## src/rtl/bram_arb_pkg.sv

```systemverilog
// Shared types and helpers for the BRAM port arbiter: response owner encoding,
// access-size codes and the alignment rule for data-side accesses.
package bram_arb_pkg;

  typedef enum logic [1:0] {
    OWN_NONE   = 2'd0,
    OWN_IF     = 2'd1,
    OWN_DM     = 2'd2,
    OWN_DM_ERR = 2'd3
  } owner_e;

  localparam logic [1:0] SZ_BYTE = 2'b00;
  localparam logic [1:0] SZ_HALF = 2'b01;
  localparam logic [1:0] SZ_WORD = 2'b10;

  // Size code 2'b11 is reserved and behaves as a word access.
  function automatic logic misaligned(input logic [1:0] size, input logic [1:0] off);
    if (size == SZ_BYTE) return 1'b0;
    if (size == SZ_HALF) return off[0];
    return off != 2'b00;
  endfunction

endpackage

```

## src/rtl/bram_lane_align.sv

```systemverilog
// Byte-lane steering between the core and a 32-bit little-endian BRAM word:
// store byte-enable/replication on one side, load right-shift and mask on the other.
module bram_lane_align
  import bram_arb_pkg::*;
(
  input  logic [1:0]  i_st_size,
  input  logic [1:0]  i_st_off,
  input  logic [31:0] i_st_data,
  output logic [3:0]  o_st_be,
  output logic [31:0] o_st_data,
  input  logic [1:0]  i_ld_size,
  input  logic [1:0]  i_ld_off,
  input  logic [31:0] i_ld_data,
  output logic [31:0] o_ld_data
);

  logic [31:0] w_shifted;

  always_comb begin
    o_st_be   = 4'b1111;
    o_st_data = i_st_data;
    case (i_st_size)
      SZ_BYTE: begin
        o_st_be   = 4'b0001 << i_st_off;
        o_st_data = {4{i_st_data[7:0]}};
      end
      SZ_HALF: begin
        o_st_be   = 4'b0011 << {i_st_off[1], 1'b0};
        o_st_data = {2{i_st_data[15:0]}};
      end
      default: begin
      end
    endcase
  end

  // Sign extension is the core's job; unused upper bits come back as zero.
  always_comb begin
    w_shifted = i_ld_data >> {i_ld_off, 3'b000};
    case (i_ld_size)
      SZ_BYTE: o_ld_data = {24'h0, w_shifted[7:0]};
      SZ_HALF: o_ld_data = {16'h0, w_shifted[15:0]};
      default: o_ld_data = w_shifted;
    endcase
  end

endmodule

```

## src/rtl/bram_port_arbiter.sv

```systemverilog
// Shares one single-port synchronous-read BRAM between fetch (IF) and data (DM);
// DM has priority, IF is guaranteed a slot after MAX_DM_STREAK consecutive DM wins.
module bram_port_arbiter
  import bram_arb_pkg::*;
#(
  parameter int ADDR_W        = 12,
  parameter int MAX_DM_STREAK = 4
) (
  input  logic              clk,
  input  logic              reset,
  input  logic              if_req,
  input  logic [31:0]       if_addr,
  input  logic              if_kill,
  output logic              if_gnt,
  output logic              if_rvalid,
  output logic [31:0]       if_rdata,
  input  logic              dm_req,
  input  logic              dm_we,
  input  logic [1:0]        dm_size,
  input  logic [31:0]       dm_addr,
  input  logic [31:0]       dm_wdata,
  output logic              dm_gnt,
  output logic              dm_rvalid,
  output logic [31:0]       dm_rdata,
  output logic              dm_err,
  output logic              mem_en,
  output logic [3:0]        mem_we,
  output logic [ADDR_W-1:0] mem_addr,
  output logic [31:0]       mem_wdata,
  input  logic [31:0]       mem_rdata,
  output logic [1:0]        dbg_owner
);

  localparam logic [3:0] STREAK_MAX = 4'(MAX_DM_STREAK);

  // Handshake: a requester holds req and its address/data until it sees gnt in
  // the same cycle; gnt=1 consumes the request, so a new one may be presented
  // in that very cycle. Stall = req & ~gnt. Exactly one response pulse
  // (rvalid) follows each grant one cycle later, unless discarded by reset or
  // (fetch only) by if_kill.

  logic [3:0]  r_streak;
  owner_e      r_owner;
  logic [1:0]  r_off;
  logic [1:0]  r_size;
  logic        r_store;
  logic        r_kill;

  logic        w_if_gnt;
  logic        w_dm_gnt;
  logic        w_dm_mis;
  logic [3:0]  w_st_be;
  logic [31:0] w_st_data;
  logic [31:0] w_ld_data;
  logic        w_unused_bits;

  assign w_if_gnt = reset & if_req & (~dm_req | (r_streak == STREAK_MAX));
  assign w_dm_gnt = reset & dm_req & ~w_if_gnt;
  assign w_dm_mis = misaligned(dm_size, dm_addr[1:0]);

  assign if_gnt = w_if_gnt;
  assign dm_gnt = w_dm_gnt;

  bram_lane_align u_lane (
    .i_st_size (dm_size),
    .i_st_off  (dm_addr[1:0]),
    .i_st_data (dm_wdata),
    .o_st_be   (w_st_be),
    .o_st_data (w_st_data),
    .i_ld_size (r_size),
    .i_ld_off  (r_off),
    .i_ld_data (mem_rdata),
    .o_ld_data (w_ld_data)
  );

  // A misaligned DM access is granted (so the core unstalls) but never reaches the BRAM.
  assign mem_en    = w_if_gnt | (w_dm_gnt & ~w_dm_mis);
  assign mem_we    = (w_dm_gnt & dm_we & ~w_dm_mis) ? w_st_be : 4'b0000;
  assign mem_addr  = w_if_gnt ? if_addr[ADDR_W+1:2] : dm_addr[ADDR_W+1:2];
  assign mem_wdata = w_st_data;

  assign w_unused_bits = ^{if_addr[31:ADDR_W+2], if_addr[1:0], dm_addr[31:ADDR_W+2]};

  always_ff @(posedge clk or negedge reset) begin
    if (!reset) begin
      r_streak <= '0;
      r_owner  <= OWN_NONE;
      r_off    <= '0;
      r_size   <= '0;
      r_store  <= 1'b0;
      r_kill   <= 1'b0;
    end else begin
      if (!if_req || w_if_gnt)
        r_streak <= '0;
      else if (w_dm_gnt && r_streak != STREAK_MAX)
        r_streak <= r_streak + 4'd1;

      if (w_if_gnt) begin
        r_owner <= OWN_IF;
        r_kill  <= if_kill;
      end else if (w_dm_gnt) begin
        r_owner <= w_dm_mis ? OWN_DM_ERR : OWN_DM;
        r_off   <= dm_addr[1:0];
        r_size  <= dm_size;
        r_store <= dm_we;
        r_kill  <= 1'b0;
      end else begin
        r_owner <= OWN_NONE;
        r_kill  <= 1'b0;
      end
    end
  end

  // A kill seen either when the fetch was granted or during its response drops it.
  assign if_rvalid = (r_owner == OWN_IF) & ~r_kill & ~if_kill;
  assign if_rdata  = (r_owner == OWN_IF) ? mem_rdata : 32'h0;
  assign dm_rvalid = (r_owner == OWN_DM) | (r_owner == OWN_DM_ERR);
  assign dm_err    = (r_owner == OWN_DM_ERR);
  assign dm_rdata  = (r_owner == OWN_DM && !r_store) ? w_ld_data : 32'h0;
  assign dbg_owner = r_owner;

endmodule

```

## config.mk

```make
export PLATFORM = sky130hd
export DESIGN_NAME = bram_port_arbiter
export DESIGN_NICKNAME = d
export VERILOG_FILES = /design/src/rtl/bram_arb_pkg.sv /design/src/rtl/bram_lane_align.sv /design/src/rtl/bram_port_arbiter.sv
export SDC_FILE = /design/constraint.sdc
export NUM_CORES = 1
export LEC_CHECK = 0
export BUFFER_PORTS_ARGS = -buffer_cell sky130_fd_sc_hd__buf_2
export CORE_AREA = 2 2 100 102
export CTS_BUF_LIST = sky130_fd_sc_hd__clkbuf_8 sky130_fd_sc_hd__clkbuf_16
export DETAILED_ROUTE_END_ITERATION = 10
export DIE_AREA = 0 0 102 104
export GPL_TIMING_DRIVEN = 0
export SYNTH_ARGS = -nofsm -noshare
export SYNTH_HDL_FRONTEND = slang
export SYNTH_SLANG_ARGS = --single-unit
```

## constraint.sdc

```tcl
create_clock -name clk -period 1.7 [get_ports clk]
set_input_delay 0.085 -clock clk [delete_from_list [all_inputs] [get_ports clk]]
set_output_delay 0.085 -clock clk [all_outputs]
set_load 0.02 [all_outputs]
```

=== Yosys cells after proc, flatten, opt, wreduce, memory -nomap -nowiden ===
Index checks and enable logic that the tools add are counted.

* Input bits: 136
* Register bits: 12
* Logic and storage cells: 64
* Output and inout bits: 120

* Bitwise gates (word level): 17
* Multiplexer cells: 20
* Equal/unequal tests: 7
* Reduce and logical (&&, ||, !) cells: 10
* Shift-type cells: 3
* Add/sub/neg operators: 1

{| class="wikitable"
|+ Operators with widths
! cell !! number
|-
| $pmux 32 s2 || 2
|-
| $mux 32 || 2
|-
| $shr 32x5->32 || 1
|-
| $mux 12 || 1
|-
| $mux 4 || 3
|-
| $and 1x1->1 || 9
|-
| $mux 1 || 9
|-
| $pmux 4 s2 || 1
|-
| $eq 2x1->1 const B || 3
|-
| $not 1->1 || 5
|-
| $add 4x1->4 const B || 1
|-
| $eq 2x2->1 const B || 2
|-
| $eq 4x3->1 const B || 1
|-
| $logic_not 2->1 || 2
|-
| $mux 2 || 2
|-
| $ne 4x3->1 const B || 1
|-
| $reduce_bool 2->1 || 2
|-
| $shl 1x2->4 const A || 1
|-
| $shl 2x2->4 const A || 1
|-
| $or 1x1->1 || 3
|-
| $logic_and 1x1->1 || 2
|-
| $logic_not 1->1 || 2
|-
| $reduce_and 2->1 || 1
|-
| $logic_or 1x1->1 || 1
|}

=== Longest topological paths before layout ===
Gate-level depths: netlist (run 1).

* Word-level depth: 8
* Mapped depth: 6
* Gate-level depth less buffers: 5

=== Modules after synthesis ===
A second synthesis (run 1) with hierarchy kept.

* Cells, all modules: 285
* Area total of the unflattened synthesis: 2363.5 sq um

{| class="wikitable"
|+ Modules (own cells, without submodules)
! module !! area each (sq um) !! cells each !! seq. area each (sq um) !! times used
|-
| bram_port_arbiter || 1262.5 || 150 || 300.3 || 1
|-
| bram_lane_align || 1101.1 || 135 || 0.0 || 1
|}

=== Least setup slack after synthesis (run 1) ===
Ideal clock, no wire load.

* Path type: flip-flop to output port
* Start: register r_streak[0]
* End: output port mem_addr[10]
* Path buffers: 1
* Slack: -0.081 ns
* Stages on the path, launching flop included: 7
* Arrival: 1.696 ns
* Cells stage by stage: dfrtp_1 inv_1 ha_1 nand3b_1 a21oi_2 buf_6 mux2_2

* Word-level cells in the longest chain between the ends: 4

{| class="wikitable"
|+ Ends and longest elaborated chain
! item !! line !! RTL
|-
| start, declared || bram_port_arbiter.sv:42 || <nowiki>logic [3:0] r_streak;</nowiki>
|-
| start signal, assigned || bram_port_arbiter.sv:96 || <nowiki>r_streak <= r_streak + 4'd1;</nowiki>
|-
| $eq 4x3->1 || bram_port_arbiter.sv:57 || <nowiki>assign w_if_gnt = reset & if_req & (~dm_req | (r_streak == STREAK_MAX));</nowiki>
|-
| $or 1x1->1 || bram_port_arbiter.sv:57 ||
|-
| $and 1x1->1 || bram_port_arbiter.sv:57 ||
|-
| named net if_gnt || bram_port_arbiter.sv:14 || <nowiki>output logic if_gnt,</nowiki>
|-
| $mux 12 || bram_port_arbiter.sv:79 || <nowiki>assign mem_addr = w_if_gnt ? if_addr[ADDR_W+1:2] : dm_addr[ADDR_W+1:2];</nowiki>
|-
| end, declared || bram_port_arbiter.sv:28 || <nowiki>output logic [ADDR_W-1:0] mem_addr,</nowiki>
|}

The timed path passes the listed nets, and every way through them passes these cells.

=== Worst setup path after layout (run 1) ===
* Start: register r_streak[0]
* End: output port mem_addr[4]

* Word-level cells in the longest chain between the ends: 4

{| class="wikitable"
|+ Ends and longest elaborated chain
! item !! line
|-
| $eq 4x3->1 || bram_port_arbiter.sv:57
|-
| $or 1x1->1 || bram_port_arbiter.sv:57
|-
| $and 1x1->1 || bram_port_arbiter.sv:57
|-
| $mux 12 || bram_port_arbiter.sv:79
|}

No other way between the ends.

==> results.py, run 1 <==
metrics = {
    "final_layout": {
        "drive_gt1_share_pct": 69.34,
        "final_net_count": 639,
        "area_delta_synth_final_pct": 97.34,
        "layout.cells.non_filler": 632,
        "diodes": 0,
    },
    "sta": {
        "min_period_ns": 1.950,
        "rsz0062_at_grt": "yes",
        "finClkSkew_ns": 0.007215,
        "final-setup-viol-count": 55,
        "relSlewSlack_pct": 47.43,
        "min_period_over_period_pct": 114.7,
        "tightest_slew_ns": 0.7857,
        "max_freq_ghz": 0.5129,
        "setup_ws_ns": -0.2496,
        "hold_viol": 0,
        "drv_slew": 0,
        "setup-tns-final_ns": -10.06,
    },
    "critical_path": {
        "crit_required_ns": 1.62,
        "r2r-end": "r_size[0]",
        "rr_worst_depth": 7,
        "reg2reg_from": "r_streak[0]",
        "cp-end-kind": "output pin",
        "r2r_slack_ns": -0.05,
        "crit_type": "register to output pin",
        "crit_path_max_fanout": 6,
        "critPathArrivalTime_ns": 1.86,
        "cp-start-kind": "register",
    },
    "run_status": {
        "violations": "setup timing",
        "outcome": "complete, but fails checks",
    },
    "clock_tree": {
        "clk_pin_slew_worst_paths_ns": 0.05,
        "numCtsBuffers": 3,
        "htreeDepth": 1,
        "cts_tree": "done",
        "cts_root_buf": "clkbuf_8",
        "clock-sinks": 12,
        "clkLatencyLatePin_ns": 0.24,
        "clk_path_buf_depth": 2,
    },
    "floorplan": {
        "ioPinCount": 256,
        "die_x_um": 102,
        "fp.dieH_um": 104,
        "rows": 36,
        "dieArea_um2": 10610,
        "initial_utilization_pct": 21.69,
        "core_region_area_um2": 9549,
    },
    "placed_design": {
        "place_ws_ns": -0.3410,
        "gp_congestion": 0.7822,
        "dp_hpwl_mm": 8.207,
        "placed_cells": 608,
        "port-buffer-count": 216,
    },
    "drt": {
        "drtIter0Drc": 49,
        "viasPerCell": 4.600,
        "vias": 2907,
        "dr.pass1.iters": 4,
        "ant_nets": 0,
        "wirelength_mm": 10.15,
        "wl_per_cell_um": 16.06,
        "drc": 0,
    },
    "synth": {
        "synthFlopType": "dfrtp_1",
        "synthCells": 259,
        "yosysMostFrequentCell": "and2_1",
        "syn_area_per_cell_um2": 7.995,
        "synth_top_area_share_pct": 17.40,
        "synth_commonest_cells": "41 x and2_1, 32 x mux2_2, 24 x mux2i_1",
        "synthDistinctLibCells": 44,
        "ys_seq_elements": 12,
        "yosysWarnings": 0,
        "synth_top_area_cell": "mux2_2",
        "synthArstFlopShare_pct": 100.0,
        "synthTopCellsByArea": "mux2_2 17%, dfrtp_1 15%, and2_1 12%",
        "synthesis.area_um2": 2071,
        "synth_fp_nets": 397,
        "ys_seq_area_share_pct": 14.50,
        "synth-edff-count": 0,
    },
    "grt": {
        "grt_pass1_vias": 2771,
        "grt_max_degree": 13,
        "grtUsageTotal_pct": 17.65,
        "overflow": 0,
        "antenna_found_initial": 0,
        "grt_pass1_wl_mm": 14.75,
    },
    "power_and_ir_drop": {
        "ir_drop_mv": 0.2789,
        "p_leak_nw": 2.099,
        "p_per_area_nw_per_um2": 447.2,
    },
    "flow_run": {
        "cap_violations": 0,
    },
    "worst_hold_path": {
        "min_path_cells": 2,
        "min_to": "r_kill",
        "worstHoldStart": "if_kill",
        "hp-class": "primary input to register",
    },
}
cell usage in the layout, fill, tap and decap left out, drive strengths merged, types with 3 or more instances in the layout:
| cell type | count |
|---|---|
| clkbuf | 11 |
| nor2b | 9 |
| inv | 4 |
| mux2i | 24 |
| o21ai | 9 |
| mux2 | 32 |
| a21oi | 11 |
| nor2 | 11 |
| nand3 | 3 |
| nand2 | 19 |
| or2 | 8 |
| and2 | 43 |
| nand3b | 3 |
| buf | 255 |
| a211oi | 16 |
| dfrtp | 12 |
| nor3 | 3 |
through the flow:
stage | utilization [%] | hold WS (ns) | area (um2) | total power [mW]
finish | 42.79 | 0.08635 | 4086 | 1.828
global route | 42.79 | 0.1002 | 4086 | 1.934
CTS | 40.89 | 0.07923 | 3905 | 1.760
detailed placement | 35.02 | 0.01313 | 3344 | 1.360
global placement | 35.02 | 0.01012 | 3344 | 1.349
floorplan | - | -0.2106 | 2097 | 0.9536
registers in the layout, indices dropped and copies added (netlist names):
| register | cells |
|---|---|
| r_streak | 4 |
| r_kill | 1 |
| r_size | 2 |
| dbg_owner | 2 |
| r_store | 1 |
| r_off | 2 |
final cells by class:
type	instances	area, um2
multi-input cells	215	1861
repair buffers	237	1496
well taps	133	166.4
inverters	4	15.01
clock buffers	3	41.29
fillers	968	5463
plain buffers	28	206.4
flip-flops and latches	12	300.3
routing by layer:
layer	track usage, %	share of wire, %
met4	5.238	1.8
met3	4.167	9.3
met5	0	0
met1	17.53	34
met2	34.96	55
kinds of logic (layout without fill, tap and decap cells):
logic type	Yosys count	count (layout)	synth area share [%]
compound gates	45	45	14.50
xor+xnor	3	3	1.269
fa+ha+maj	2	2	1.208
buf+inv	32	272	8.761
flops	12	12	14.50
mux	56	56	29.00
simple gates	109	109	30.76
worst max-delay path by stage:
stage	endpoint	depth (start not counted)	start	slack, ns
2_1_floorplan	dm_rdata[16]	4	dbg_owner[0]	-0.07
3_3_place_gp	mem_addr[10]	7	r_streak[0]	-0.30
3_5_place_dp	mem_addr[10]	7	r_streak[0]	-0.34
4_1_cts	dm_rdata[26]	6	dbg_owner[0]	-0.25
5_1_grt	dm_rdata[14]	5	dbg_owner[0]	-0.32
6_report	mem_addr[4]	7	r_streak[0]	-0.25
report_power, final:
part | switching, mW | total [mW] | leakage (nW) | internal (mW)
Clock | 0.0955 | 0.251 | 0.0216 | 0.155
Combinational | 0.693 | 1.25 | 1.92 | 0.561
Sequential | 0.0139 | 0.323 | 0.154 | 0.309
worst max-delay path, stage by stage, from the launching register on:
cell,delay (ns)
dfrtp_1,0.39
inv_2,0.08
ha_4,0.13
nand3b_1,0.16
a21oi_4,0.25
buf_6,0.17
mux2_4,0.31
buf_6,0.13
repair_timing:
action	in CTS	in global routing
endpoints found under the setup margin	73	72
buffers inserted	14	6
gates resized for setup	121	35
hold buffers	1	0
hold endpoints to repair	12	0
cloned	0	0
pin swaps	18	8
No activity file was read; power rests on OpenSTA's default activity.
==> run 2, diff against run 1 <==
Settings changed: BUFFER_PORTS_ARGS -buffer_cell sky130_fd_sc_hd__buf_2 to default, DONT_BUFFER_PORTS from default to 1, SYNTH_HIERARCHICAL from default to 1.
==> run 2 against run 1 <==
The flow still finishes with violations (setup timing). Highest routed layer unchanged. Via count fell by 20%. Critical path type unchanged. Core utilization fell by 11 points. Clock-buffer cell count rose by 1. Worst setup slack improved by 0.097 ns. Design area fell by 25%. Wire length shrank 11%.
==> results.py, run 2 <==
metrics = {
    "placed_design": {
        "place_ws_ns": -0.2128,
        "placed_cells": 418,
        "port-buffer-count": 0,
        "dp_hpwl_mm": 6.916,
        "gp_congestion": 0.8010,
        "dpl_cell_area_um2": 2530,
    },
    "critical_path": {
        "cpPeakStageDelay_ns": 0.40,
        "crit_required_ns": 1.62,
        "crit_type": "register to output pin",
        "critPathArrivalTime_ns": 1.77,
        "crit_path_max_fanout": 6,
        "cp-end-kind": "output pin",
        "cp_slowest_cell": "dfrtp_1",
        "crit_chain": "inv_2, ha_4, nand3b_4, a21oi_4, buf_12, buf_12, mux2_4",
        "cp-start-kind": "register",
        "cp_common_cell": "buf_12",
    },
    "floorplan": {
        "dieArea_um2": 10610,
        "die_x_um": 102,
        "fp.dieH_um": 104,
        "core_region_area_um2": 9549,
        "rows": 36,
        "ioPinCount": 256,
        "initial_utilization_pct": 24.75,
    },
    "final_layout": {
        "nFillCells": 1012,
        "area_delta_synth_final_pct": 28.85,
        "final_util_pct": 31.89,
        "final_net_count": 450,
        "fin_area_um2": 3045,
        "mostFrequentLayoutCells": "44 x and2_1, 21 x mux2_2, 19 x buf_4",
        "layout.cells.non_filler": 444,
        "drive_gt1_share_pct": 45.02,
        "diodes": 0,
        "final_common_cell": "and2_1",
        "largest_register": "r_streak",
        "largest_reg_flops": 4,
    },
    "clock_tree": {
        "clkLatencyLatePin_ns": 0.25,
        "numCtsBuffers": 3,
        "cts_tree": "done",
        "clk_path_buf_depth": 2,
        "clk_pin_slew_worst_paths_ns": 0.06,
        "htreeDepth": 1,
        "cts_root_buf": "clkbuf_8",
        "clock-sinks": 12,
    },
    "sta": {
        "min_period_over_period_pct": 109.0,
        "min_period_ns": 1.853,
        "relSlewSlack_pct": 52.72,
        "rsz0062_at_grt": "yes",
        "setup_ws_ns": -0.1530,
        "max_freq_ghz": 0.5397,
        "final-setup-viol-count": 15,
        "tightest_slew_ns": 0.7018,
        "finClkSkew_ns": 0.007035,
        "hold_viol": 0,
        "whs_ns": 0.04612,
        "drv_slew": 0,
    },
    "synth": {
        "synthFlopType": "dfrtp_1",
        "synthDistinctLibCells": 39,
        "synth_top_family_by_area": "simple AND/OR/NAND/NOR gates",
        "synthArstFlopShare_pct": 100.0,
        "yosysWarnings": 6,
        "synth-edff-count": 0,
        "synthTopCellsByArea": "and2_1 20%, mux2_2 13%, dfrtp_1 13%",
        "ys_seq_elements": 12,
        "synth_fp_nets": 423,
        "synthCells": 285,
        "yosys.area_share.simple_pct": 35.26,
        "synthAdderAreaFrac_pct": 1.059,
        "syn_area_per_cell_um2": 8.293,
        "synth_commonest_cells": "74 x and2_1, 27 x mux2_2, 16 x a211oi_1, 16 x mux2i_1, 16 x nand2_1",
        "synth_top_area_cell": "and2_1",
        "synth_compound_area_share_pct": 11.06,
        "synth_mux_area_share_pct": 31.07,
        "synthesis.area_um2": 2364,
        "synth_xor_xnor_area_share_pct": 0,
        "synth_top_area_share_pct": 19.59,
        "yosysMostFrequentCell": "and2_1",
        "ys_seq_area_share_pct": 12.71,
    },
    "power_and_ir_drop": {
        "p_sw_share_pct": 41.46,
        "sequentialPowerShare_pct": 20.3,
        "p_per_area_nw_per_um2": 548.1,
        "internal_power_mw": 0.9771,
        "ir_drop_mv": 0.2385,
        "clock_power_share_pct": 19.1,
        "p_leak_nw": 1.285,
        "power_switching_mw": 0.6920,
        "p_comb_share_pct": 60.6,
    },
    "grt": {
        "overflow": 0,
        "antenna_found_initial": 0,
        "grt_pass1_vias": 2175,
        "gr-usage-met3_pct": 1.949,
        "grt_pass1_wl_mm": 12.12,
        "grt_max_degree": 13,
        "met2_usage_pct": 29.89,
        "grt_most_used_layer": "met2",
        "globalRouteMet1Util_pct": 14.95,
        "grtUsageTotal_pct": 14.60,
    },
    "worst_hold_path": {
        "hp-class": "primary input to register",
    },
    "run_status": {
        "outcome": "complete, but fails checks",
        "violations": "setup timing",
    },
    "drt": {
        "drtIter0Drc": 90,
        "wirelength_mm": 9.024,
        "wl_per_cell_um": 20.32,
        "drc": 0,
        "ant_nets": 0,
        "viasPerCell": 5.225,
        "vias": 2320,
        "dr.pass1.iters": 4,
    },
    "flow_run": {
        "cap_violations": 0,
    },
}
## run 2: what timing repair did
action	4_1_cts	5_1_grt
gates cloned	1	2
endpoints found under the hold margin	17	1
setup buffers	6	7
hold buffers	6	1
endpoints found under the setup margin	81	57
resized for setup	30	72
pin swaps	3	9
## run 2: metal layers
metal	up-vias	wire, um
met5	-	0
met2	187	4875
met4	0	198
met3	16	760
li1	1026	-
met1	1091	3190
## run 2: metrics by stage
| stage | setup TNS [ns] | power [mW] |
|---|---|---|
| finish | -1.777 | 1.669 |
| CTS | -1.064 | 1.540 |
| global route | -2.939 | 1.751 |
| global placement | -9.503 | 1.158 |
| detailed placement | -10.10 | 1.166 |
| floorplan | 0 | 1.043 |
## run 2: path summary, 6_finish.rpt
| path | from | slack (ns) | cells past startpoint | endpoint |
|---|---|---|---|---|
| max | r_streak[0] | -0.15 | 7 | mem_addr[9] |
| min | dm_req | 0.05 | 2 | r_streak[2] |
| max reg2reg | r_streak[0] | 0.15 | 5 | r_off[1] |
| min reg2reg | r_size[0] | 0.53 | 1 | r_size[0] |
| max in group asynchronous | reset | 1.02 | 1 | r_off[1] |
| min in group asynchronous | reset | 0.27 | 1 | r_streak[0] |
## run 2: layout make-up
| cell class | instances | area, um2 | share of cell area, % |
|---|---|---|---|
| inverter | 4 | 15.01 | 0.4930 |
| buffer | 30 | 231.5 | 7.601 |
| tap | 133 | 166.4 | 5.464 |
| multi-input combinational | 239 | 2019 | 66.31 |
| clock buffer | 4 | 55.05 | 1.808 |
| sequential | 12 | 304.0 | 9.984 |
| timing repair buffer | 22 | 254.0 | 8.340 |
## run 2: power groups by stage
stage	sequential (mW)	clock, mW	combinational, mW
2_1_floorplan	0.333	0	0.710
3_3_place_gp	0.339	0	0.819
3_5_place_dp	0.341	0	0.825
4_1_cts	0.340	0.312	0.888
5_1_grt	0.341	0.336	1.07
6_report	0.339	0.319	1.01
## run 2: cell families after synthesis
family / Yosys count
and+or+nand+nor: 142
AOI/OAI and AO/OA: 38
buffers and inverters: 34
DFF: 12
muxes: 57
adders and majority gates: 2
## run 2: worst max-delay path: cells and delay by family, from the launching register on
kind | cells | cell delay (ns)
flops | 1 | 0.40
buf+inv | 3 | 0.34
mux | 1 | 0.34
compound gates | 1 | 0.18
fa+ha+maj | 1 | 0.15
simple gates | 1 | 0.09
